<file path="src/rtl/conv_window_sched.sv">
// -----------------------------------------------------------------------------
// conv_window_sched
//
// Walks every F x F convolution window of an N x N x K feature map, in order
// column (fastest), row, channel, with stride S. Each window goes to the
// lowest-index multiplier lane that is free. A lane is busy from the window
// it receives until that lane pulses lane_done. After the last window the
// scheduler waits for all lanes to finish, then raises result_ready.
//
// Ports
//   clk          rising-edge clock
//   rstn         asynchronous active-low reset
//   en           level: 1 = run job, 0 = abort / idle
//   lane_busy    external occupancy per lane (1 = unavailable)
//   lane_done    one-cycle completion pulse per lane
//   win_valid    one-cycle dispatch strobe
//   win_lane     lane receiving the window
//   win_row      top-left row of the window in the image
//   win_col      top-left column of the window in the image
//   win_ch       channel of the window
//   win_idx      linear window index, 0..TOTAL-1
//   lane_start   one-hot copy of win_lane, qualified by win_valid
//   outstanding  number of lanes dispatched but not yet done
//   busy         job in progress (DISPATCH or DRAIN)
//   result_ready job complete (READY)
// -----------------------------------------------------------------------------
module conv_window_sched #(
   parameter int N     = 32,
   parameter int F     = 3,
   parameter int S     = 1,
   parameter int K     = 3,
   parameter int NMULT = 64,
   // Guarded so an illegal parameter set reaches the elaboration checks
   // below instead of dividing by zero.
   localparam int OUT   = (N >= F && S >= 1) ? (N - F) / S + 1 : 1,
   localparam int TOTAL = OUT * OUT * ((K >= 1) ? K : 1),
   localparam int LW    = (NMULT > 1) ? $clog2(NMULT) : 1,
   localparam int CW    = (N > 1) ? $clog2(N) : 1,
   localparam int KW    = (K > 1) ? $clog2(K) : 1,
   localparam int IW    = $clog2(TOTAL + 1)
) (
   input  logic             clk,
   input  logic             rstn,
   input  logic             en,
   input  logic [NMULT-1:0] lane_busy,
   input  logic [NMULT-1:0] lane_done,
   output logic             win_valid,
   output logic [LW-1:0]    win_lane,
   output logic [CW-1:0]    win_row,
   output logic [CW-1:0]    win_col,
   output logic [KW-1:0]    win_ch,
   output logic [IW-1:0]    win_idx,
   output logic [NMULT-1:0] lane_start,
   output logic [LW:0]      outstanding,
   output logic             busy,
   output logic             result_ready
);

   // Illegal geometry stops elaboration.
   if (N < F) begin : g_err_nf
      $error("conv_window_sched: N must be >= F");
   end
   if (S < 1) begin : g_err_s
      $error("conv_window_sched: S must be >= 1");
   end
   if (K < 1) begin : g_err_k
      $error("conv_window_sched: K must be >= 1");
   end
   if (NMULT < 1) begin : g_err_nmult
      $error("conv_window_sched: NMULT must be >= 1");
   end

   // Pixel position of the last window along a row or column.
   localparam logic [CW-1:0] LAST_POS = CW'((OUT - 1) * S);
   localparam logic [IW-1:0] LAST_IDX = IW'(TOTAL - 1);

   typedef enum logic [1:0] {
      IDLE,
      DISPATCH,
      DRAIN,
      READY
   } state_t;

   state_t           state;
   logic [NMULT-1:0] mask;      // lanes holding one of our windows
   logic [CW-1:0]    row_cnt;   // next window top-left row (pixels)
   logic [CW-1:0]    col_cnt;   // next window top-left column (pixels)
   logic [KW-1:0]    ch_cnt;
   logic [IW-1:0]    idx_cnt;

   logic [NMULT-1:0] free;
   logic [NMULT-1:0] sel_onehot;
   logic [NMULT-1:0] done_hit;
   logic [LW-1:0]    sel;
   logic [LW:0]      done_cnt;
   logic             any_free;
   logic             dispatch;
   logic             last_win;

   // Lane selection uses the mask as registered at the start of the cycle, so
   // a lane finishing this cycle only becomes eligible in the next one.
   always_comb begin
      // NOTE: every combinational output gets a default before any branch;
      // a path that leaves one unassigned would infer a latch.
      free     = ~mask & ~lane_busy;
      any_free = 1'b0;
      sel      = '0;
      // Scan downward so the lowest free index is the one left in sel.
      for (int i = NMULT - 1; i >= 0; i--) begin
         if (free[i]) begin
            any_free = 1'b1;
            sel      = LW'(i);
         end
      end
      sel_onehot = any_free ? (NMULT'(1) << sel) : '0;

      // Only completions for lanes we actually occupy count.
      done_hit = lane_done & mask;
      done_cnt = '0;
      for (int i = 0; i < NMULT; i++) begin
         done_cnt = done_cnt + (LW + 1)'(done_hit[i]);
      end

      dispatch = (state == DISPATCH) && en && any_free;
      last_win = (idx_cnt == LAST_IDX);
   end

   // NOTE: all state uses non-blocking assignments, so every register samples
   // the pre-edge values of the others regardless of statement order.
   always_ff @(posedge clk or negedge rstn) begin
      if (!rstn) begin
         state        <= IDLE;
         mask         <= '0;
         row_cnt      <= '0;
         col_cnt      <= '0;
         ch_cnt       <= '0;
         idx_cnt      <= '0;
         win_valid    <= 1'b0;
         win_lane     <= '0;
         win_row      <= '0;
         win_col      <= '0;
         win_ch       <= '0;
         win_idx      <= '0;
         lane_start   <= '0;
         outstanding  <= '0;
         busy         <= 1'b0;
         result_ready <= 1'b0;
      end else if (!en) begin
         // Abort: forget the job and any lanes still working on it. The window
         // outputs keep their last values.
         state        <= IDLE;
         mask         <= '0;
         row_cnt      <= '0;
         col_cnt      <= '0;
         ch_cnt       <= '0;
         idx_cnt      <= '0;
         win_valid    <= 1'b0;
         lane_start   <= '0;
         outstanding  <= '0;
         busy         <= 1'b0;
         result_ready <= 1'b0;
      end else begin
         win_valid   <= dispatch;
         lane_start  <= dispatch ? sel_onehot : '0;
         mask        <= (mask & ~lane_done) | (dispatch ? sel_onehot : '0);
         outstanding <= outstanding + (LW + 1)'(dispatch) - done_cnt;

         if (dispatch) begin
            win_lane <= sel;
            win_row  <= row_cnt;
            win_col  <= col_cnt;
            win_ch   <= ch_cnt;
            win_idx  <= idx_cnt;
            if (last_win) begin
               // Park the counters at zero instead of stepping past the end.
               row_cnt <= '0;
               col_cnt <= '0;
               ch_cnt  <= '0;
               idx_cnt <= '0;
            end else begin
               idx_cnt <= idx_cnt + 1'b1;
               if (col_cnt == LAST_POS) begin
                  col_cnt <= '0;
                  if (row_cnt == LAST_POS) begin
                     row_cnt <= '0;
                     ch_cnt  <= ch_cnt + 1'b1;
                  end else begin
                     row_cnt <= row_cnt + CW'(S);
                  end
               end else begin
                  col_cnt <= col_cnt + CW'(S);
               end
            end
         end

         case (state)
            IDLE: begin
               state        <= DISPATCH;
               busy         <= 1'b1;
               result_ready <= 1'b0;
            end
            DISPATCH: begin
               if (dispatch && last_win) begin
                  state <= DRAIN;
               end
            end
            DRAIN: begin
               if (outstanding == '0) begin
                  state        <= READY;
                  busy         <= 1'b0;
                  result_ready <= 1'b1;
               end
            end
            READY: begin
               state <= READY;
            end
            default: begin
               state <= IDLE;
               busy  <= 1'b0;
            end
         endcase
      end
   end

endmodule
</file>
<file path="config.mk">
export PLATFORM = sky130hd
export DESIGN_NAME = conv_window_sched
export DESIGN_NICKNAME = d
export VERILOG_FILES = /design/src/rtl/conv_window_sched.sv
export SDC_FILE = /design/constraint.sdc
export NUM_CORES = 1
export LEC_CHECK = 0
export BUFFER_PORTS_ARGS = -buffer_cell sky130_fd_sc_hd__buf_2
export CAP_MARGIN = 10
export CORE_MARGIN = 10
export CORE_UTILIZATION = 47
export CTS_CLUSTER_DIAMETER = 120
export DETAILED_ROUTE_END_ITERATION = 10
export PLACE_DENSITY = 0.7
export SYNTH_ARGS = -nofsm -noshare
export SYNTH_HDL_FRONTEND = slang
export SYNTH_SLANG_ARGS = --single-unit
</file>
<file path="constraint.sdc">
create_clock -name clk -period 11.79 [get_ports clk]
set_clock_uncertainty 0.2 [all_clocks]
set_input_delay 2.9475 -clock clk [delete_from_list [all_inputs] [get_ports clk]]
set_output_delay 2.9475 -clock clk [all_outputs]
set_load 0.005 [all_outputs]
</file>
==> results of run 1 <==
[final cells by class]
| class | instances | area share |
|---|---|---|
| Inverter | 92 | 0.0259 |
| Sequential cell | 194 | 0.364 |
| Clock buffer | 17 | 0.0319 |
| Tap cell | 319 | 0.0299 |
| Multi-Input combinational cell | 807 | 0.441 |
| Timing Repair Buffer | 241 | 0.0925 |
| Clock inverter | 15 | 0.0144 |
| Antenna cell | 2 | 0.000375 |
[critical path: stages]
cell	delay, ns
buf_2	0.11
o22ai_1	0.27
nor4_1	0.12
and3_1	0.28
nand3_1	0.12
nor2_1	0.08
nor2_2	0.70
inv_2	0.57
fa_1	0.54
inv_1	0.07
ha_1	0.22
ha_1	0.20
inv_1	0.07
fa_1	0.42
fa_1	0.47
fa_1	0.45
fa_1	0.51
inv_1	0.04
ha_1	0.22
fa_1	0.39
xnor2_1	0.18
nor2_1	0.05
[cells in the final DEF (no fill, tap or decap), types with 4 or more instances in the layout]
master	n
nor4_1	5
clkinv_8	4
dfrtp_1	194
o32a_1	8
o21ai_1	26
nor3_1	16
inv_1	90
nand3b_1	58
and3_1	4
nor2b_1	4
o31ai_1	12
fa_1	62
ha_1	68
nand3_1	28
a21oi_1	15
buf_4	7
xnor2_1	12
nand2b_1	5
nand4_1	6
o21ai_2	4
o22ai_1	43
nor2_1	133
buf_2	233
nand2_1	125
inv_8	4
and2_1	38
o21ai_0	57
o32ai_1	4
clkbuf_16	17
nor3b_1	4
o22a_1	5
or2_2	7
[worst max path at each step]
stage                        from             end  cells past startpoint
floorplan           lane_done[36]  outstanding[5]                     20
global placement    lane_busy[59]  outstanding[5]                     22
detailed placement  lane_busy[59]  outstanding[5]                     22
CTS                 lane_busy[59]  outstanding[5]                     22
global route        lane_busy[59]  outstanding[5]                     22
finish              lane_busy[59]  outstanding[5]                     22
[metrics by stage]
| step | hold slack [ns] | cell area, um^2 |
|---|---|---|
| 2_1_floorplan | 0.268 | 11200 |
| 3_3_place_gp | 0.258 | 12700 |
| 3_5_place_dp | 0.259 | 12700 |
| 4_1_cts | 0.281 | 13300 |
| 5_1_grt | 0.290 | 13300 |
| 6_report | 0.278 | 13300 |
[kinds of logic (layout without fill, tap and decap cells)]
logic type      count (synthesis)  in the layout
compound gates                208            208
xor+xnor                       15             15
fa+ha+maj                     130            130
buf+inv                       126            365
flops                         194            194
mux                             3              3
other cells                     0              2
simple gates                  451            451
[Yosys cell counts, types with 4 or more instances]
master,instances
dfrtp_1,194
nor2_1,133
nand2_1,125
inv_1,90
ha_1,68
fa_1,62
nand3b_1,58
o21ai_0,57
o22ai_1,43
and2_1,38
nand3_1,28
o21ai_1,26
clkbuf_1,17
nor3_1,16
a21oi_1,15
o31ai_1,12
xnor2_1,12
buf_2,11
o32a_1,8
or2_2,7
nand4_1,6
nand2b_1,5
nor4_1,5
o22a_1,5
and3_1,4
nor2b_1,4
nor3b_1,4
o21ai_2,4
o32ai_1,4
[metal layers]
metal | track usage | vias up
met1 | 0.281 | 4522
met3 | 0.0702 | 41
met5 | 0 | -
met4 | 0.0562 | 6
met2 | 0.345 | 307
li1 | - | 4296
[state kept, by name (all words and copies together), names as in the netlist, 2 cells and up]
| register | cells |
|---|---|
| win_ch | 2 |
| win_lane | 6 |
| col_cnt | 5 |
| win_idx | 12 |
| win_row | 5 |
| ch_cnt | 2 |
| outstanding | 7 |
| win_col | 5 |
| mask | 64 |
| lane_start | 64 |
| state | 2 |
| row_cnt | 5 |
| idx_cnt | 12 |
[power breakdown]
part | switching (uW) | internal, uW
Sequential | 41.6 | 719
Clock | 296 | 307
Combinational | 423 | 354
==> impl_metrics.env, run 1 <==
export IMPL_end_kind="flip-flop"
export IMPL_fin_crit_sh=0.757
export IMPL_coreArea_um2=23500
export IMPL_rsz0062_at_grt="no"
export IMPL_fmax_ghz=0.112
export IMPL_setup_viol=0
export IMPL_start_kind="input port"
export IMPL_worstRegToRegCells=21
export IMPL_synth_avg_cell_area_um2=9.95
export IMPL_crit_type="in -> reg"
export IMPL_max_slew_worst_pin_slew_ns=1.25
export IMPL_insertion_delay_ns=0.45
export IMPL_syn2layout_area_growth_pct=18.8
export IMPL_r2r_end="outstanding[5]"
export IMPL_grt_pass1_vias=9558
export IMPL_synth_area_um2=11200
export IMPL_slew_headroom=0.143
export IMPL_gp_congestion=0.884
export IMPL_cts_made_buffers=17
export IMPL_finalHoldViolations=0
export IMPL_regArea_um2=4850
export IMPL_met2_length_mm=15.4
export IMPL_status="finished clean"
export IMPL_io_buffers=234
export IMPL_die_h_um=174
export IMPL_synth_top_family_by_area="simple AND/OR/NAND/NOR gates"
export IMPL_ys_types=70
export IMPL_synth_edf_count=0
export IMPL_power_total_uw=2140
export IMPL_grt_max_degree=125
export IMPL_final_layout_size_suffix_gt1_frac=0.223
export IMPL_synth_seq_cells=194
export IMPL_nets=1614
export IMPL_dp_slack_ns=2.39
export IMPL_path_max_fanout=44
export IMPL_antenna_found_initial=5
export IMPL_synth_compound_area_frac=0.119
export IMPL_rows=56
export IMPL_min_to="win_idx[11]"
export IMPL_num_fill_cells=2118
export IMPL_max_cap_violations=0
export IMPL_drt_iter0_drc=692
export IMPL_cts_max_level=4
export IMPL_ctsResizeCount=0
export IMPL_fin_crit_ns=8.92
export IMPL_final_core_util=0.568
export IMPL_syn_nets=1388
export IMPL_muxShareOfSynthArea=0.00301
export IMPL_synth_ff_type="dfrtp_1"
export IMPL_p_per_area_nw_per_um2=161
export IMPL_synthXorXnorAreaFrac=0.0117
export IMPL_synth_adder_area_share=0.186
export IMPL_regToRegStartpoint="mask[59]"
export IMPL_clockBufferDepth=2
export IMPL_final_antenna_net_count=0
export IMPL_layout_cells_non_filler=1687
export IMPL_dr_wl_met3_mm=2.87
export IMPL_post_dp_hpwl_mm=24.9
export IMPL_top_layer="met5"
export IMPL_vias=9172
export IMPL_hp_start="win_idx[11]"
export IMPL_io_pins=235
export IMPL_min_path_type="reg -> reg"
export IMPL_grtUsageTotal=0.217
export IMPL_yosysSeqAreaShare=0.433
export IMPL_setup_tns_ns=0
export IMPL_postCtsSetupBuffers=0
export IMPL_ir_drop_uv=206
export IMPL_totalWireLength_mm=33.0
export IMPL_cts_hold_buffers=0
export IMPL_grt_ovfl_total=0
export IMPL_clkSinkCount=194
export IMPL_yosysWarnings=0
export IMPL_synth_largest_area_cell="dfrtp_1"
export IMPL_r2r_setup_slack_ns=5.03
export IMPL_drc_errors=0
export IMPL_die_w_um=174
export IMPL_drt_met1_wl_mm=14.0
export IMPL_synth_top_cells_by_area="dfrtp_1, fa_1, ha_1"
export IMPL_synth_top_area_share=0.433
export IMPL_routedWlPerCell_um=19.5
export IMPL_dieArea_um2=30400
export IMPL_drv_slew=0
export IMPL_worstPathRequired_ns=11.91
export IMPL_critical_path_arrival_ns=9.05
export IMPL_first_pass_iters=5
export IMPL_routed_via_density=5.44
export IMPL_p_leak_uw=0.00662
export IMPL_setup_slack_ns=2.87
export IMPL_synth_cells=1127
export IMPL_grt_pass1_wl_mm=52.5
export IMPL_holdPathStages=2
export IMPL_initial_core_util=0.478
export IMPL_synthSimpleGateAreaFrac=0.202
export IMPL_async_reset_ff_frac=1.00
export IMPL_clock_root_buffer="clkbuf_16"
export IMPL_clk_pin_slew_ns=0.07
export IMPL_place_inst=1653
export IMPL_cts_tree="yes"
export IMPL_multi_input_area_um2=5880
No activity file was read; power rests on OpenSTA's default activity.
==> inputs of run 2 (changes only) <==
Clock period 11.79 ns to 8.4 ns, I/O delays scaled along.
==> run 2 against run 1 <==
Net effect:
- die area unchanged
- worst hold slack worse by 0.0067 ns
- global-route usage up 0.10 points
- total power up 40%
- setup slack worse by 2.4 ns
- critical path type unchanged
==> impl_metrics.env, run 2 (same netlist as run 1, synthesis figures left out) <==
export IMPL_routedWlPerCell_um=19.8
export IMPL_min_to="win_lane[0]"
export IMPL_rsz0062_at_grt="no"
export IMPL_first_pass_iters=5
export IMPL_crit_type="in -> reg"
export IMPL_max_cap_violations=0
export IMPL_syn2layout_area_growth_pct=18.9
export IMPL_post_dp_hpwl_mm=25.3
export IMPL_path_common_cell="fa_1"
export IMPL_cts_tree="yes"
export IMPL_insertion_delay_ns=0.45
export IMPL_clockBufferDepth=2
export IMPL_cts_hold_buffers=0
export IMPL_cts_max_level=4
export IMPL_path_max_fanout=2
export IMPL_setup_tns_ns=0
export IMPL_worstPathRequired_ns=8.52
export IMPL_drc_errors=0
export IMPL_dieArea_um2=30400
export IMPL_worstRegToRegCells=20
export IMPL_multi_input_area_um2=5880
export IMPL_fin_crit_sh=0.942
export IMPL_grt_ovfl_total=0
export IMPL_num_fill_cells=2085
export IMPL_holdPathStages=1
export IMPL_finalHoldViolations=0
export IMPL_final_layout_size_suffix_gt1_frac=0.225
export IMPL_die_h_um=174
export IMPL_regArea_um2=4850
export IMPL_ctsResizeCount=0
export IMPL_io_pins=235
export IMPL_max_slew_worst_pin_slew_ns=1.04
export IMPL_fmax_ghz=0.126
export IMPL_ir_drop_uv=246
export IMPL_layout_common_cells="buf_2, dfrtp_1, nor2_1, nand2_1, inv_1"
export IMPL_gp_congestion=0.900
export IMPL_grt_pass1_wl_mm=52.7
export IMPL_fin_crit_ns=7.92
export IMPL_slew_headroom=0.287
export IMPL_regToRegStartpoint="mask[36]"
export IMPL_initial_core_util=0.478
export IMPL_grtUsageTotal=0.218
export IMPL_final_antenna_net_count=0
export IMPL_cts_made_buffers=17
export IMPL_clock_root_buffer="clkbuf_16"
export IMPL_hp_start="win_lane[0]"
export IMPL_status="finished clean"
export IMPL_r2r_setup_slack_ns=1.78
export IMPL_antenna_found_initial=9
export IMPL_drt_iter0_drc=697
export IMPL_layout_commonest_cell="buf_2"
export IMPL_holdWs_ns=0.271
export IMPL_p_per_area_nw_per_um2=225
export IMPL_postCtsSetupBuffers=0
export IMPL_rows=56
export IMPL_coreArea_um2=23500
export IMPL_r2r_end="outstanding[5]"
export IMPL_drv_slew=0
export IMPL_min_path_type="reg -> reg"
export IMPL_clk_pin_slew_ns=0.07
export IMPL_critical_path_arrival_ns=8.03
export IMPL_p_leak_uw=0.00663
export IMPL_grt_pass1_vias=9400
export IMPL_cp_cell_sequence="buf_2, and2_1, fa_1, ha_1, inv_1, fa_1, fa_1, inv_1, fa_1, fa_1, fa_1, inv_1, fa_1, inv_1, fa_1, fa_1, inv_1, ha_1, fa_1, xnor2_1, nor2_1"
export IMPL_start_kind="input port"
export IMPL_die_w_um=174
export IMPL_vias=9306
export IMPL_setup_viol=0
export IMPL_clkSinkCount=194
export IMPL_nets=1617
export IMPL_end_kind="flip-flop"
export IMPL_largestRegisters="lane_start (64), mask (64)"
export IMPL_grt_max_degree=79
export IMPL_routed_via_density=5.50
export IMPL_totalWireLength_mm=33.5
export IMPL_crit_path_top_delay_cell="fa_1"
export IMPL_max_stage_delay_ns=0.54
export IMPL_io_buffers=234
## run 2: cell count changes in the layout (fill, tap and decap cells not counted)
cell	delta
buf_4	+3
diode_2	+3
inv_6	+3
clkinv_8	-2
inv_8	-2
clkinv_2	+1
## run 2: how the worst max path moves through the flow
stage	cells past startpoint	startpoint	endpoint	slack, ns
5_1_grt	21	lane_done[36]	outstanding[5]	0.22
4_1_cts	21	lane_done[36]	outstanding[5]	0.47
2_1_floorplan	20	lane_done[36]	outstanding[5]	0.32
6_report	21	lane_done[36]	outstanding[5]	0.48
3_5_place_dp	21	lane_done[36]	outstanding[5]	0.02
3_3_place_gp	21	lane_done[36]	outstanding[5]	0.03
## run 2: cell type report
| class | count | area share |
|---|---|---|
| multi-input cells | 807 | 0.441 |
| flip-flops and latches | 194 | 0.364 |
| inverters | 92 | 0.0259 |
| well taps | 319 | 0.0299 |
| clock buffers | 17 | 0.0319 |
| diodes | 5 | 0.000938 |
| clock inverters | 15 | 0.0126 |
| repair buffers | 244 | 0.0941 |
## run 2: where the power goes
part | internal [uW] | total (uW) | switching [uW]
Sequential | 1010 | 1060 | 54.7
Combinational | 504 | 1110 | 604
Clock | 424 | 834 | 410
## run 2: routing by layer
metal  wire (um)  vias up  global-route usage
met1       14200     4564               0.287
met3        3060       51              0.0696
met4         728        6              0.0586
met2       15500      366               0.340
li1            -     4319                   -
met5          28        -                   0
## run 2: metrics by stage
step	instances	util	cell area [um^2]	worst slack [ns]	power (uW)
6_report	1693	0.568	13300	0.484	3010
5_1_grt	1691	0.568	13300	0.221	3240
4_1_cts	1688	0.568	13300	0.474	3040
3_5_place_dp	1656	0.542	12700	0.0170	2200
3_3_place_gp	1656	0.542	12700	0.0350	2150
2_1_floorplan	1127	-	11200	0.318	1870
## run 2: critical path: cells and delay by family
kind / cells / cell delay [ns]
adder cells (fa/ha/maj): 12 / 5.19
buffers and inverters: 6 / 0.34
AND/OR/NAND/NOR: 2 / 0.22
XOR/XNOR: 1 / 0.17
==> inputs of run 3 (changes only) <==
Settings changed: ABC_AREA set to 1, GPL_ROUTABILITY_DRIVEN set to 1.
==> run 3 against run 2 <==
Net effect:
- first-iteration DRC count fell by 7.7%
- sequential share of layout area fell by 0.55 points
- routed wire length up 0.74%
- setup slack worse by 0.024 ns
- register-to-register slack hardly changed
- die area up 1.8%
- largest power group is now sequential cells
==> impl_metrics.env, run 3 <==
export IMPL_routed_via_density=4.89
export IMPL_totalWireLength_mm=33.7
export IMPL_yosysSeqAreaShare=0.424
export IMPL_grt_max_degree=72
export IMPL_max_slew_worst_pin_slew_ns=1.23
export IMPL_synthXorXnorAreaFrac=0.00612
export IMPL_muxShareOfSynthArea=0
export IMPL_slew_headroom=0.182
export IMPL_post_dp_hpwl_mm=26.6
export IMPL_synth_avg_cell_area_um2=8.13
export IMPL_status="finished clean"
export IMPL_p_per_area_nw_per_um2=207
export IMPL_clk_pin_slew_ns=0.07
export IMPL_vias=9670
export IMPL_async_reset_ff_frac=1.00
export IMPL_clockBufferDepth=2
export IMPL_crit_start="lane_done[36]"
export IMPL_die_w_um=176
export IMPL_yosysWarnings=0
export IMPL_drv_slew=0
export IMPL_final_layout_size_suffix_gt1_frac=0.179
export IMPL_setup_tns_ns=0
export IMPL_synth_adder_area_share=0.183
export IMPL_first_pass_iters=5
export IMPL_syn_nets=1668
export IMPL_yosys_top_cells_count="nand2_1, inv_1, dfrtp_1"
export IMPL_rows=57
export IMPL_nets=1899
export IMPL_syn2layout_area_growth_pct=18.3
export IMPL_cts_made_buffers=17
export IMPL_grtUsageMet1=0.263
export IMPL_met3_usage=0.0683
export IMPL_clkSinkCount=194
export IMPL_fmax_ghz=0.126
export IMPL_dieArea_um2=31000
export IMPL_start_kind="input port"
export IMPL_synth_cells=1407
export IMPL_initial_core_util=0.475
export IMPL_synth_compound_area_frac=0.0372
export IMPL_crit_type="in -> reg"
export IMPL_setup_viol=0
export IMPL_grt_ovfl_total=0
export IMPL_cts_tree="yes"
export IMPL_synth_area_um2=11400
export IMPL_insertion_delay_ns=0.44
export IMPL_layout_commonest_cell="nand2_1"
export IMPL_cts_max_level=4
export IMPL_synth_seq_cells=194
export IMPL_synth_top_cells_by_area="dfrtp_1, nand2_1, fa_1"
export IMPL_max_cap_violations=0
export IMPL_drc_errors=0
export IMPL_hp_start="col_cnt[4]"
export IMPL_p_leak_uw=0.00833
export IMPL_ir_drop_uv=247
export IMPL_antenna_found_initial=2
export IMPL_synth_edf_count=0
export IMPL_final_antenna_net_count=0
export IMPL_fin_crit_sh=0.945
export IMPL_gp_congestion=0.944
export IMPL_routedWlPerCell_um=17.1
export IMPL_grt_pass1_wl_mm=53.3
export IMPL_die_h_um=176
export IMPL_ctsResizeCount=0
export IMPL_grtUsageTotal=0.221
export IMPL_drt_iter0_drc=643
export IMPL_min_path_type="reg -> reg"
export IMPL_critical_path_arrival_ns=8.10
export IMPL_ys_types=32
export IMPL_end_kind="flip-flop"
export IMPL_place_inst=1943
export IMPL_io_buffers=234
export IMPL_fin_crit_ns=7.94
export IMPL_synth_top_area_share=0.424
export IMPL_worstPathRequired_ns=8.56
export IMPL_io_pins=235
export IMPL_top_usage_layer="met2"
export IMPL_layout_common_cells="nand2_1, inv_1, buf_2, dfrtp_1, nor2_1"
export IMPL_grt_pass1_vias=10100
export IMPL_coreArea_um2=24100
export IMPL_finalHoldViolations=0
export IMPL_layout_cells_non_filler=1976
export IMPL_clock_root_buffer="clkbuf_16"
export IMPL_synth_most_common_cell="nand2_1"
export IMPL_num_fill_cells=2255
export IMPL_cts_hold_buffers=0
export IMPL_grt_use_met2=0.368
export IMPL_regToRegStartpoint="mask[33]"
export IMPL_largestRegisters="lane_start (64), mask (64)"
export IMPL_synth_ff_type="dfrtp_1"
export IMPL_postCtsSetupBuffers=0
export IMPL_rsz0062_at_grt="no"
export IMPL_final_core_util=0.562
export IMPL_synth_largest_area_cell="dfrtp_1"
export IMPL_synth_top_family_by_area="simple AND/OR/NAND/NOR gates"
export IMPL_path_max_fanout=2
export IMPL_synthSimpleGateAreaFrac=0.244
-- run 3: changes by cell type in the layout (fill, tap and decap cells not counted), moves of 26 or more --
| cell | before | now |
|---|---|---|
| inv_1 | 90 | 289 |
| and2_1 | 38 | 0 |
| o22ai_1 | 43 | 4 |
| nand3_1 | 28 | 81 |
| nand2_1 | 125 | 365 |
| o21ai_1 | 26 | 0 |
| nor2_1 | 133 | 176 |
| nand3b_1 | 58 | 9 |
-- run 3: final cells by class --
type / instances / area, um^2 / share of cell area
timing repair buffer: 240 / 1220 / 0.0905
tap: 324 / 405 / 0.0299
inverter: 290 / 1090 / 0.0804
sequential: 194 / 4850 / 0.359
clock inverter: 15 / 145 / 0.0107
clock buffer: 17 / 425 / 0.0314
antenna: 1 / 2.50 / 0.000185
multi-input combinational: 895 / 5390 / 0.398
-- run 3: critical path, stage by stage --
cell	delay, ns
buf_2	0.10
nand2_1	0.05
inv_1	0.05
fa_1	0.42
ha_1	0.29
inv_1	0.05
fa_1	0.43
fa_1	0.49
inv_1	0.07
fa_1	0.39
fa_1	0.52
fa_1	0.54
inv_1	0.05
fa_1	0.47
inv_1	0.05
fa_1	0.50
fa_1	0.54
inv_1	0.04
ha_1	0.23
nand3_1	0.10
nand2_1	0.07
xnor2_1	0.13
or2_2	0.29
a21oi_1	0.12
-- run 3: layer usage --
layer,vias up,wire (um)
li1,4699,-
met1,4569,13600
met2,350,16300
met3,50,2900
met4,2,937
met5,-,17
-- run 3: report_power, final --
group          switching [uW]  internal (uW)
sequential               39.4            987
clock                     406            395
combinational             545            435
total                     991           1820
-- run 3: path summary, 6_finish.rpt --
check                      depth (start not counted)        endpoint  slack [ns]
setup / recovery                                  24  outstanding[6]        0.46
hold / removal                                     1      col_cnt[4]        0.27
setup reg to reg                                  23  outstanding[6]        1.79
hold reg to reg                                    1      col_cnt[4]        0.27
max in group asynchronous                          2        mask[10]        5.21
min in group asynchronous                          1  lane_start[40]        1.43
-- run 3: kinds of logic after synthesis --
group,after synthesis
AOI/OAI and AO/OA,77
xor gates and xnor gates,8
adders and majority gates,130
buffers and inverters,318
DFF,194
and+or+nand+nor,680
-- run 3: metrics by stage --
| step | hold WS, ns | area, um^2 | total power [uW] | worst slack [ns] |
|---|---|---|---|---|
| after global placement | 0.254 | 13000 | 1980 | 0.0483 |
| after CTS | 0.271 | 13500 | 2840 | 0.437 |
| after global routing | 0.300 | 13500 | 3030 | 0.236 |
| after detailed placement | 0.256 | 13000 | 2040 | -0.0225 |
| after floorplan | 0.232 | 11400 | 1750 | 0.339 |
| final | 0.274 | 13500 | 2810 | 0.460 |
